$ cat src/rtl/program_loader.sv
// -----------------------------------------------------------------------------
// program_loader
//
// Streams a program image into an on-chip ROM and holds the core in reset
// until the image is complete. The byte stream is:
//   4 header bytes   : LEN, 32-bit big-endian (first byte is the MSB)
//   LEN payload bytes: written to rom[0 .. LEN-1] in arrival order
//   1 checksum byte  : 8-bit wrap-around sum of the payload, only when
//                      PROGRAM_LOADER_CHECKSUM_EN is defined
//
// Optional build macro:
//   PROGRAM_LOADER_CHECKSUM_EN - adds the CHECK state and checksum logic.
//   Without it, the last payload byte goes straight to DONE.
//
// Ports:
//   clk       in   single clock, rising edge
//   nrst      in   asynchronous active-low reset
//   in_data   in   incoming program byte
//   in_valid  in   in_data holds a valid byte
//   in_ready  out  loader accepts a byte this cycle (registered)
//   reload    in   single-cycle request to restart a load from DONE/ERROR
//   rom       out  program image, ROM_SIZE bytes
//   cpu_nrst  out  active-low core reset, released only once a load completes
//   done      out  load completed successfully
//   error     out  load aborted (oversized LEN or bad checksum)
// -----------------------------------------------------------------------------

package Constants;
  localparam int ROM_SIZE = 16;
  typedef logic [7:0] BYTE;
endpackage

module program_loader #(
  parameter Constants::BYTE FILL_BYTE = 8'h00
) (
  input  logic           clk,
  input  logic           nrst,
  input  Constants::BYTE in_data,
  input  logic           in_valid,
  output logic           in_ready,
  input  logic           reload,
  output Constants::BYTE rom [0:Constants::ROM_SIZE-1],
  output logic           cpu_nrst,
  output logic           done,
  output logic           error
);

  localparam int ROM_SIZE = Constants::ROM_SIZE;
  localparam int AW       = $clog2(ROM_SIZE);

  localparam logic [2:0] ST_HEADER  = 3'd0;
  localparam logic [2:0] ST_PAYLOAD = 3'd1;
`ifdef PROGRAM_LOADER_CHECKSUM_EN
  localparam logic [2:0] ST_CHECK   = 3'd2;
`endif
  localparam logic [2:0] ST_DONE    = 3'd3;
  localparam logic [2:0] ST_ERROR   = 3'd4;

  // Where a load goes once the payload (possibly empty) has been consumed.
`ifdef PROGRAM_LOADER_CHECKSUM_EN
  localparam logic [2:0] ST_LOAD_END = ST_CHECK;
`else
  localparam logic [2:0] ST_LOAD_END = ST_DONE;
`endif

  logic [2:0]     state_q,    state_d;
  logic [1:0]     hdr_cnt_q,  hdr_cnt_d;
  logic [31:0]    len_q,      len_d;
  logic [AW-1:0]  addr_q,     addr_d;
  logic           in_ready_q, in_ready_d;
  logic           cpu_nrst_q, cpu_nrst_d;
  logic           done_q,     done_d;
  logic           error_q,    error_d;
  Constants::BYTE rom_q [0:ROM_SIZE-1];
  Constants::BYTE rom_d [0:ROM_SIZE-1];
`ifdef PROGRAM_LOADER_CHECKSUM_EN
  logic [7:0]     sum_q,      sum_d;
`endif

  logic        accept;
  logic [31:0] hdr_len;
  logic        last_byte;

  // Only the registered ready gates acceptance, so a byte offered while the
  // loader sits in DONE/ERROR is never consumed.
  assign accept    = in_valid & in_ready_q;
  // Header bytes shift in from the right: first byte ends up as the MSB.
  assign hdr_len   = {len_q[23:0], in_data};
  assign last_byte = (32'(addr_q) == (len_q - 32'd1));

  always_comb begin
    state_d   = state_q;
    hdr_cnt_d = hdr_cnt_q;
    len_d     = len_q;
    addr_d    = addr_q;
    rom_d     = rom_q;
`ifdef PROGRAM_LOADER_CHECKSUM_EN
    sum_d     = sum_q;
`endif

    case (state_q)
      ST_HEADER: begin
        if (accept) begin
          len_d     = hdr_len;
          hdr_cnt_d = hdr_cnt_q + 2'd1;
          if (hdr_cnt_q == 2'd3) begin
            addr_d = '0;
            if (hdr_len > 32'(ROM_SIZE))
              state_d = ST_ERROR;
            else if (hdr_len == 32'd0)
              state_d = ST_LOAD_END;
            else
              state_d = ST_PAYLOAD;
          end
        end
      end

      ST_PAYLOAD: begin
        if (accept) begin
          // LEN <= ROM_SIZE is guaranteed on entry; the bound on LEN keeps
          // bytes above the image untouched.
          if (32'(addr_q) < len_q)
            rom_d[addr_q] = in_data;
          addr_d = addr_q + AW'(1);
`ifdef PROGRAM_LOADER_CHECKSUM_EN
          sum_d  = sum_q + in_data;
`endif
          if (last_byte)
            state_d = ST_LOAD_END;
        end
      end

`ifdef PROGRAM_LOADER_CHECKSUM_EN
      ST_CHECK: begin
        if (accept)
          state_d = (in_data == sum_q) ? ST_DONE : ST_ERROR;
      end
`endif

      ST_DONE, ST_ERROR: begin
        if (reload) begin
          state_d   = ST_HEADER;
          hdr_cnt_d = '0;
          len_d     = '0;
          addr_d    = '0;
`ifdef PROGRAM_LOADER_CHECKSUM_EN
          sum_d     = '0;
`endif
        end
      end

      default: state_d = ST_HEADER;
    endcase

    // Status outputs are a registered decode of the next state, so they
    // change on the same edge the state does. done and error decode
    // distinct states and can never be high together.
    in_ready_d = (state_d == ST_HEADER) || (state_d == ST_PAYLOAD)
`ifdef PROGRAM_LOADER_CHECKSUM_EN
                 || (state_d == ST_CHECK)
`endif
                 ;
    done_d     = (state_d == ST_DONE);
    cpu_nrst_d = (state_d == ST_DONE);
    error_d    = (state_d == ST_ERROR);
  end

  always_ff @(posedge clk or negedge nrst) begin
    if (!nrst) begin
      state_q    <= ST_HEADER;
      hdr_cnt_q  <= '0;
      len_q      <= '0;
      addr_q     <= '0;
      in_ready_q <= 1'b0;
      cpu_nrst_q <= 1'b0;
      done_q     <= 1'b0;
      error_q    <= 1'b0;
`ifdef PROGRAM_LOADER_CHECKSUM_EN
      sum_q      <= '0;
`endif
      for (int i = 0; i < ROM_SIZE; i++)
        rom_q[i] <= FILL_BYTE;
    end else begin
      state_q    <= state_d;
      hdr_cnt_q  <= hdr_cnt_d;
      len_q      <= len_d;
      addr_q     <= addr_d;
      in_ready_q <= in_ready_d;
      cpu_nrst_q <= cpu_nrst_d;
      done_q     <= done_d;
      error_q    <= error_d;
`ifdef PROGRAM_LOADER_CHECKSUM_EN
      sum_q      <= sum_d;
`endif
      rom_q      <= rom_d;
    end
  end

  assign in_ready = in_ready_q;
  assign cpu_nrst = cpu_nrst_q;
  assign done     = done_q;
  assign error    = error_q;
  assign rom      = rom_q;

endmodule

$ cat config.mk
export PLATFORM = sky130hd
export DESIGN_NAME = program_loader
export DESIGN_NICKNAME = d
export VERILOG_FILES = /design/src/rtl/program_loader.sv
export SDC_FILE = /design/constraint.sdc
export NUM_CORES = 1
export LEC_CHECK = 0
export BUFFER_PORTS_ARGS = -buffer_cell sky130_fd_sc_hd__buf_2
export CAP_MARGIN = 20
export CORE_UTILIZATION = 44
export CTS_CLUSTER_DIAMETER = 120
export CTS_CLUSTER_SIZE = 28
export DETAILED_ROUTE_END_ITERATION = 10
export PLACE_DENSITY = 0.64
export SYNTH_ARGS = -nofsm -noshare
export SYNTH_HDL_FRONTEND = slang
export SYNTH_SLANG_ARGS = --single-unit
$ cat constraint.sdc
create_clock -name clk -period 2.9 [get_ports clk]
set_input_delay 0.145 -clock clk [delete_from_list [all_inputs] [get_ports clk]]
set_output_delay 0.145 -clock clk [all_outputs]
set_load 0.1 [all_outputs]
# ---- Yosys cells after proc, flatten, opt, wreduce, memory -nomap -nowiden
# Index checks and enable logic that the tools add are counted.
dict set report totals {
  input_bits 12
  mem_bits_ro 0
  latchBits 0
  mem_bits_rw 0
  word_cells 77
  ff_bits 172
  n_memories 0
}
dict set report classes {
  magnitude_cmp 4
  shifts 0
  add_sub_neg 3
  n_reduce_logical 11
  bitwise 2
  div_mod_pow 0
  mul 0
  n_eq_ne 12
  muxes 22
}
# op n
set op_table {}
lappend op_table {{128-bit bitwise mux} 1}
lappend op_table {{32-bit two-way mux} 2}
lappend op_table {{32-bit case mux with 2 select lines} 1}
lappend op_table {{8-bit demux with 4-bit select} 1}
lappend op_table {{4-bit by 32-bit == test with 1-bit output} 1}
lappend op_table {{32-bit by 5-bit greater-than comparator with 1-bit output, second input constant} 1}
lappend op_table {{32-bit logical NOT} 1}
lappend op_table {{4-bit by 32-bit < comparator with 1-bit output} 1}
lappend op_table {{32-bit by 1-bit subtractor with 32-bit output, second input constant} 1}
lappend op_table {{3-bit two-way mux} 6}
lappend op_table {{4-bit two-way mux} 4}
lappend op_table {{4-bit case mux with 3 select lines} 1}
lappend op_table {{3-bit case mux with 3 select lines} 1}
lappend op_table {{8-bit two-way mux} 1}
lappend op_table {{2-bit inequality test, second input constant} 4}
lappend op_table {{3-bit by 1-bit == test with 1-bit output, second input constant} 2}
lappend op_table {{3-bit by 2-bit == test with 1-bit output, second input constant} 2}
lappend op_table {{3-bit == test, second input constant} 2}
lappend op_table {{3-bit logical NOT} 2}
lappend op_table {{2-bit two-way mux} 3}
lappend op_table {{3-bit AND reduction} 2}
lappend op_table {{5-bit greater-or-equal comparator, second input constant} 1}
lappend op_table {{5-bit by 1-bit < comparator with 1-bit output, second input constant} 1}
lappend op_table {{4-bit NOT with 5-bit output} 1}
lappend op_table {{11 further kinds} 11}

# ---- Longest topological paths before layout
# Gate-level depths: netlist of run 1.
dict set report logic_depth {
  word_depth 8
  mapped_depth 10
}

# ---- Least setup slack after synthesis of run 1
# OpenSTA, ideal clock, no wires.
dict set report synth_path {
  kind {register to register}
  startpoint {register in_ready_q, in the netlist in_ready}
  endpoint {register rom_q, in the netlist rom[32]}
  n_path_buf 1
  t_arrival_ps 2578
  required_time_ps 2775
  slack_ps 197
  stages_incl_launch_ff 7
  cell_sequence {dfrtp_1 -> nand2_1 -> or2_0 -> buf_6 -> nor4b_4 -> nand2_4 -> mux2_4}
}
dict set report synth_between {
  elab_chain_len 2
}
# item line_no
set synth_rtl {}
lappend synth_rtl {{start: declaration} 70} ;# logic in_ready_q, in_ready_d;
lappend synth_rtl {{start signal: assignment} 188} ;# in_ready_q <= in_ready_d;
lappend synth_rtl {{1-bit bitwise AND} 86} ;# assign accept = in_valid & in_ready_q;
lappend synth_rtl {{3-bit AND reduction (no source line)} --}
lappend synth_rtl {{end signal: assignment} 195} ;# rom_q <= rom_d;
lappend synth_rtl {{end: declaration} 74} ;# Constants::BYTE rom_q [0:ROM_SIZE-1];
# No other way between the ends.
# A chain may end at the register's enable or synchronous reset.

# ---- Final worst setup path of run 1
dict set report layout_path {
  startpoint {register len_q[1]}
  endpoint {register rom_q, in the netlist rom[33]}
}
dict set report layout_between {
  elab_chain_len 2
}
# item line_no
set layout_rtl {}
lappend layout_rtl {{start: declaration} 68} ;# logic [31:0] len_q, len_d;
lappend layout_rtl {{start signal: assignment} 186} ;# len_q <= len_d;
lappend layout_rtl {{4-bit by 32-bit < comparator with 1-bit output} 122} ;# if (32'(addr_q) < len_q)
lappend layout_rtl {{3-bit AND reduction (no source line)} --}
# No other way between the ends.

==> impl_metrics.yaml, run 1 <==
status:
  outcome: "finished, final reports clean"
global_route:
  grt.total_usage: 0.219
  grt_max_degree: 77
  overflow: 0
  grt_pass1_wl_um: 29800
  grt_pass1_vias: 5183
  grt_antenna_before_repair: 0
setup_path:
  cp-end-kind: "flip-flop"
  critPathMaxStageDelay_ns: 0.60
  slowest_stage: "nor4b_4"
  cp-start-kind: "flip-flop"
  path_class: "reg2reg"
  cp_num_buf_inv: 1
  critPathTopFamily: "simple AND/OR/NAND/NOR gates"
  crit_path_max_fanout: 8
  cp.arrival_ns: 3.09
  path_cells: "inv_1, ha_1, nor2b_1, o21a_1, o21ai_1, a21oi_4, nor4b_4, nand2_4, mux2_4"
  worstPathRequired_ns: 3.20
floorplan:
  dieWidth_um: 133
  initial_core_util: 0.454
  rows: 47
  die_area_um2: 17800
  fp.dieH_um: 133
  pin_count: 144
  core_um2: 16800
clock_network:
  postCtsSetupRepairBufs: 0
  clock_latency_ns: 0.42
  cts_tree: "built"
  cts_max_level: 4
  numCtsBuffers: 17
  cts_hold_buf: 1
  cts_resized: 0
  clockBufferDepth: 2
  clkSinkCount: 172
  clkSlewWorstSetupHoldPaths_ns: 0.07
  cts-root-buf: "clkbuf_16"
place:
  io_buffers: 143
  place_hpwl_um: 12400
  placed_cells_incl_taps: 896
  gp_congestion: 0.898
logic_synthesis:
  synth.cell_area_um2: 7610
  synthCells: 553
  ys_warn_count: 0
  async_reset_ff_frac: 1.00
  avgSynthCellArea_um2: 13.8
  ys.flop_type: "dfrtp_1"
  synth_seq_area_share: 0.566
  synthesis.nets: 575
  synth_edf_count: 0
  synth.distinct_cells: 62
  ys_seq_elements: 172
drt:
  dr.pass1.iters: 4
  post_drt_wl_per_cell_um: 19.8
  drc: 0
  finalWirelength_um: 18400
  vias: 5038
  first_iter_violations: 285
  vias_per_cell: 5.42
  final_antenna_net_count: 0
cells_and_area:
  diodes: 0
  fin_cells: 929
  areaGrowthSynthToFinish_pct: 20.8
  nets: 718
  layout_common_cells: "172 x dfrtp_1, 142 x buf_2, 72 x mux2_1"
  final_common_cell: "dfrtp_1"
  drive_gt1_frac: 0.375
power_and_ir_drop:
  pwr_density_cell_nw_per_um2: 709
  max-vdd-ir-drop_uv: 515
  p_leak_nw: 5.00
timing:
  hold_violations: 0
  fin_skew_ns: 0.0120
  relSlewSlack: 0.539
  setup_viol: 0
  min_period_ns: 2.78
  fin_crit_sh: 0.960
  tightestPinTransition_ns: 0.691
  rsz0062_at_grt: "false"
  max_freq_ghz: 0.359
  finalMaxSlewViolations: 0
  fin_tns_setup_ns: 0
hold_path:
  min_path_type: "in2reg"
flow_run:
  max_cap_violations: 0
## layer usage
layer	part of all wire	GRT usage
met2	0.47	0.341
met1	0.44	0.294
met3	0.072	0.0685
met5	0	0
met4	0.016	0.0688
## sequential cells by signal, indices dropped and copies added (netlist names)
| name | count |
|---|---|
| state_q | 3 |
| error | 1 |
| done | 1 |
| rom | 128 |
| hdr_cnt_q | 2 |
| in_ready | 1 |
| addr_q | 4 |
| len_q | 32 |
## path summary, 6_finish.rpt
kind / startpoint / endpoint / slack (ns) / cells after the start
min in group asynchronous: nrst / rom[10] / 0.30 / 2
max in group asynchronous: nrst / len_q[23] / 1.75 / 3
max: len_q[1] / rom[33] / 0.12 / 9
min: reload / error / 0.03 / 2
max reg2reg: len_q[1] / rom[33] / 0.12 / 9
min reg2reg: rom[99] / rom[99] / 0.49 / 1
## worst register-to-register path, cell delays in order, from the launching register on
cell and delay [ns]:
dfrtp_1 0.43, inv_1 0.09, ha_1 0.31, nor2b_1 0.13, o21a_1 0.16, o21ai_1 0.21, a21oi_4 0.14, nor4b_4 0.60
nand2_4 0.24, mux2_4 0.35
## final cells by class
cell class | instances | area, um2
inverter | 7 | 26.3
tap | 220 | 275
clock inverter | 13 | 180
multi-input combinational | 343 | 3130
timing repair buffer | 155 | 827
sequential | 172 | 4300
fill | 1391 | 7570
clock buffer | 19 | 443
## power breakdown
part	internal [W]	switching, W	total, W
combinational	0.000485	0.000760	0.00124
sequential	0.00261	0.000278	0.00288
clock	0.00140	0.000984	0.00238
## cell families (layout without fill, tap and decap cells)
| group | count (synthesis) | count (layout) | synth area share |
|---|---|---|---|
| AOI/OAI and AO/OA | 73 | 73 | 0.0706 |
| xor gates and xnor gates | 5 | 5 | 0.00576 |
| adders and majority gates | 10 | 10 | 0.0164 |
| buffers and inverters | 38 | 194 | 0.0238 |
| DFF | 172 | 172 | 0.566 |
| muxes | 129 | 129 | 0.219 |
| and+or+nand+nor | 126 | 126 | 0.0990 |
## metrics by stage
step / util / hold slack [ns] / total power [W] / instance area [um2] / setup WS, ns
finish: 0.548 / 0.0335 / 0.00651 / 9190 / 0.116
global placement: 0.511 / 0.202 / 0.00413 / 8560 / 0.232
CTS: 0.548 / 0.0155 / 0.00657 / 9190 / 0.129
detailed placement: 0.511 / 0.213 / 0.00417 / 8560 / 0.151
global route: 0.548 / 0.0588 / 0.00684 / 9190 / 0.0351
floorplan: - / -0.151 / 0.00376 / 7610 / 0.197
## cells in the mapped netlist (all sizes together), types with 2 or more instances
library cell | n | area, um2
a21boi | 2 | 15.0
a21oi | 7 | 46.3
a22o | 23 | 201
a22oi | 2 | 15.0
a31oi | 3 | 18.8
and2 | 2 | 12.5
and3 | 4 | 25.0
and4b | 2 | 20.0
buf | 9 | 72.6
clkbuf | 22 | 82.6
dfrtp | 172 | 4300
ha | 10 | 125
inv | 7 | 26.3
mux2 | 129 | 1660
nand2 | 51 | 241
nand2b | 4 | 25.0
nand3 | 5 | 25.0
nand3b | 3 | 22.5
nand4 | 6 | 52.6
nor2 | 19 | 73.8
nor2b | 3 | 18.8
nor3 | 9 | 50.1
nor4 | 7 | 65.1
nor4b | 2 | 47.6
o211ai | 2 | 15.0
o21a | 2 | 15.0
o21ai | 18 | 90.1
o21bai | 3 | 22.5
or3 | 2 | 12.5
or4 | 3 | 26.3
xnor2 | 3 | 26.3
xor2 | 2 | 17.5
(Power assumes the default switching activity.)
==> run 2: changes to the inputs <==
--- a/config.mk
+++ b/config.mk
@@ -7,11 +7,11 @@
 export LEC_CHECK = 0
 export BUFFER_PORTS_ARGS = -buffer_cell sky130_fd_sc_hd__buf_2
 export CAP_MARGIN = 20
-export CORE_UTILIZATION = 44
+export CORE_UTILIZATION = 55
 export CTS_CLUSTER_DIAMETER = 120
 export CTS_CLUSTER_SIZE = 28
 export DETAILED_ROUTE_END_ITERATION = 10
-export PLACE_DENSITY = 0.64
+export PLACE_DENSITY = 0.77
 export SYNTH_ARGS = -nofsm -noshare
 export SYNTH_HDL_FRONTEND = slang
 export SYNTH_SLANG_ARGS = --single-unit
==> run 2 against run 1 <==
Compared with the run above: combinational power is 4% higher; register-to-register slack improved by 0.06 ns; utilization increased by 14 points; sequential power about the same; die area shrank 20%; clock-buffer cell count up 1; critical path depth is 2 lower; maximum frequency grew 2.1%; clock power is 3% higher; sequential cell count unchanged; critical path type unchanged.
==> impl_metrics.yaml, run 2 (synthesized netlist as in run 1, its figures left out) <==
clock_network:
  clockBufferDepth: 2
  clock_latency_ns: 0.42
  cts_tree: "built"
  numCtsBuffers: 17
  clkSinkCount: 172
  clkSlewWorstSetupHoldPaths_ns: 0.06
  postCtsSetupRepairBufs: 0
  cts_max_level: 4
  cts-root-buf: "clkbuf_16"
setup_path:
  critPathMaxStageDelay_ns: 0.58
  cp_num_buf_inv: 0
  worstPathRequired_ns: 3.21
  rrSetupSlack_ns: 0.17
  cp-end-kind: "flip-flop"
  slowest_stage: "or4_4"
  crit_path_max_fanout: 8
  path_class: "reg2reg"
  cp-start-kind: "flip-flop"
  critPathTopFamily: "simple AND/OR/NAND/NOR gates"
  path_cells: "or4_4, and4b_1, nand4_4, a21oi_4, nor2_2, and3_1, mux2_4"
  cp.arrival_ns: 3.03
floorplan:
  fp.dieH_um: 120
  pin_count: 144
  rows: 42
  dieWidth_um: 120
  initial_core_util: 0.570
  die_area_um2: 14300
  core_um2: 13300
place:
  place_hpwl_um: 12200
  io_buffers: 143
  gp_congestion: 0.859
  placed_area_um2: 8520
  placed_cells_incl_taps: 856
cells_and_area:
  nets: 722
  fin_cells: 889
  layout_common_cells: "172 x dfrtp_1, 142 x buf_2, 72 x mux2_1"
  areaGrowthSynthToFinish_pct: 20.6
  diodes: 0
  postLayoutCoreUtil: 0.687
  largest_reg_flops: 128
  drive_gt1_frac: 0.379
  fin_area_um2: 9170
  final_common_cell: "dfrtp_1"
global_route:
  overflow: 0
  grt.total_usage: 0.269
  grt_pass1_vias: 5208
  grt_max_degree: 85
  grt_antenna_before_repair: 0
  grt_pass1_wl_um: 29100
timing:
  relSlewSlack: 0.373
  min_period_ns: 2.73
  hold_violations: 0
  tightestPinTransition_ns: 0.940
  fin_crit_sh: 0.940
  rsz0062_at_grt: "false"
  max_freq_ghz: 0.367
  fin_skew_ns: 0.0115
  finalMaxSlewViolations: 0
  setup_viol: 0
  fin_tns_setup_ns: 0
drt:
  vias: 5065
  post_drt_wl_per_cell_um: 20.1
  vias_per_cell: 5.70
  final_antenna_net_count: 0
  drc: 0
  dr.pass1.iters: 5
  first_iter_violations: 278
  finalWirelength_um: 17900
power_and_ir_drop:
  p_leak_nw: 5.03
  max-vdd-ir-drop_uv: 444
  pwr_density_cell_nw_per_um2: 719
status:
  outcome: "finished, final reports clean"
hold_path:
  min_path_type: "in2reg"
flow_run:
  max_cap_violations: 0
[run 2: final cells by class]
type | instances | area, um2
multi-input combinational | 343 | 3130
clock buffer | 20 | 457
clock inverter | 12 | 185
timing repair buffer | 159 | 845
sequential | 172 | 4300
tap | 176 | 220
inverter | 7 | 26.3
fill | 969 | 4180
[run 2: layer usage]
layer  vias to the layer above  wire (um)  track usage
met3                        24       1260       0.0760
met5                         -          0            0
met1                      2570       7800        0.363
met4                         0        272       0.0883
li1                       2279          -            -
met2                       192       8580        0.420
[run 2: final timing paths]
check	startpoint	depth (start not counted)	to
min	reload	2	error
min in group asynchronous	nrst	2	rom[114]
max	len_q[11]	7	rom[116]
max reg2reg	len_q[11]	7	rom[116]
max in group asynchronous	nrst	3	rom[34]
min reg2reg	rom[90]	1	rom[90]
[run 2: power by group]
part           total (W)  leakage (nW)  switching [W]  internal, W
Sequential       0.00285          2.36       0.000247      0.00261
Combinational    0.00129          2.37       0.000786     0.000503
Clock            0.00245         0.305       0.000953      0.00150
[run 2: through the flow]
stage          total power (W)  hold slack [ns]  worst slack [ns]
2_1_floorplan          0.00376           -0.151             0.197
5_1_grt                0.00693           0.0553            0.0826
3_5_place_dp           0.00418            0.239             0.174
6_report               0.00659           0.0532             0.173
4_1_cts                0.00664           0.0244             0.168
3_3_place_gp           0.00416            0.226             0.243
[run 2: repair_timing]
item                                   4_1_cts  5_1_grt
endpoints found under the hold margin       80        0
hold buffers                                 1        0
resized for setup                            0        0
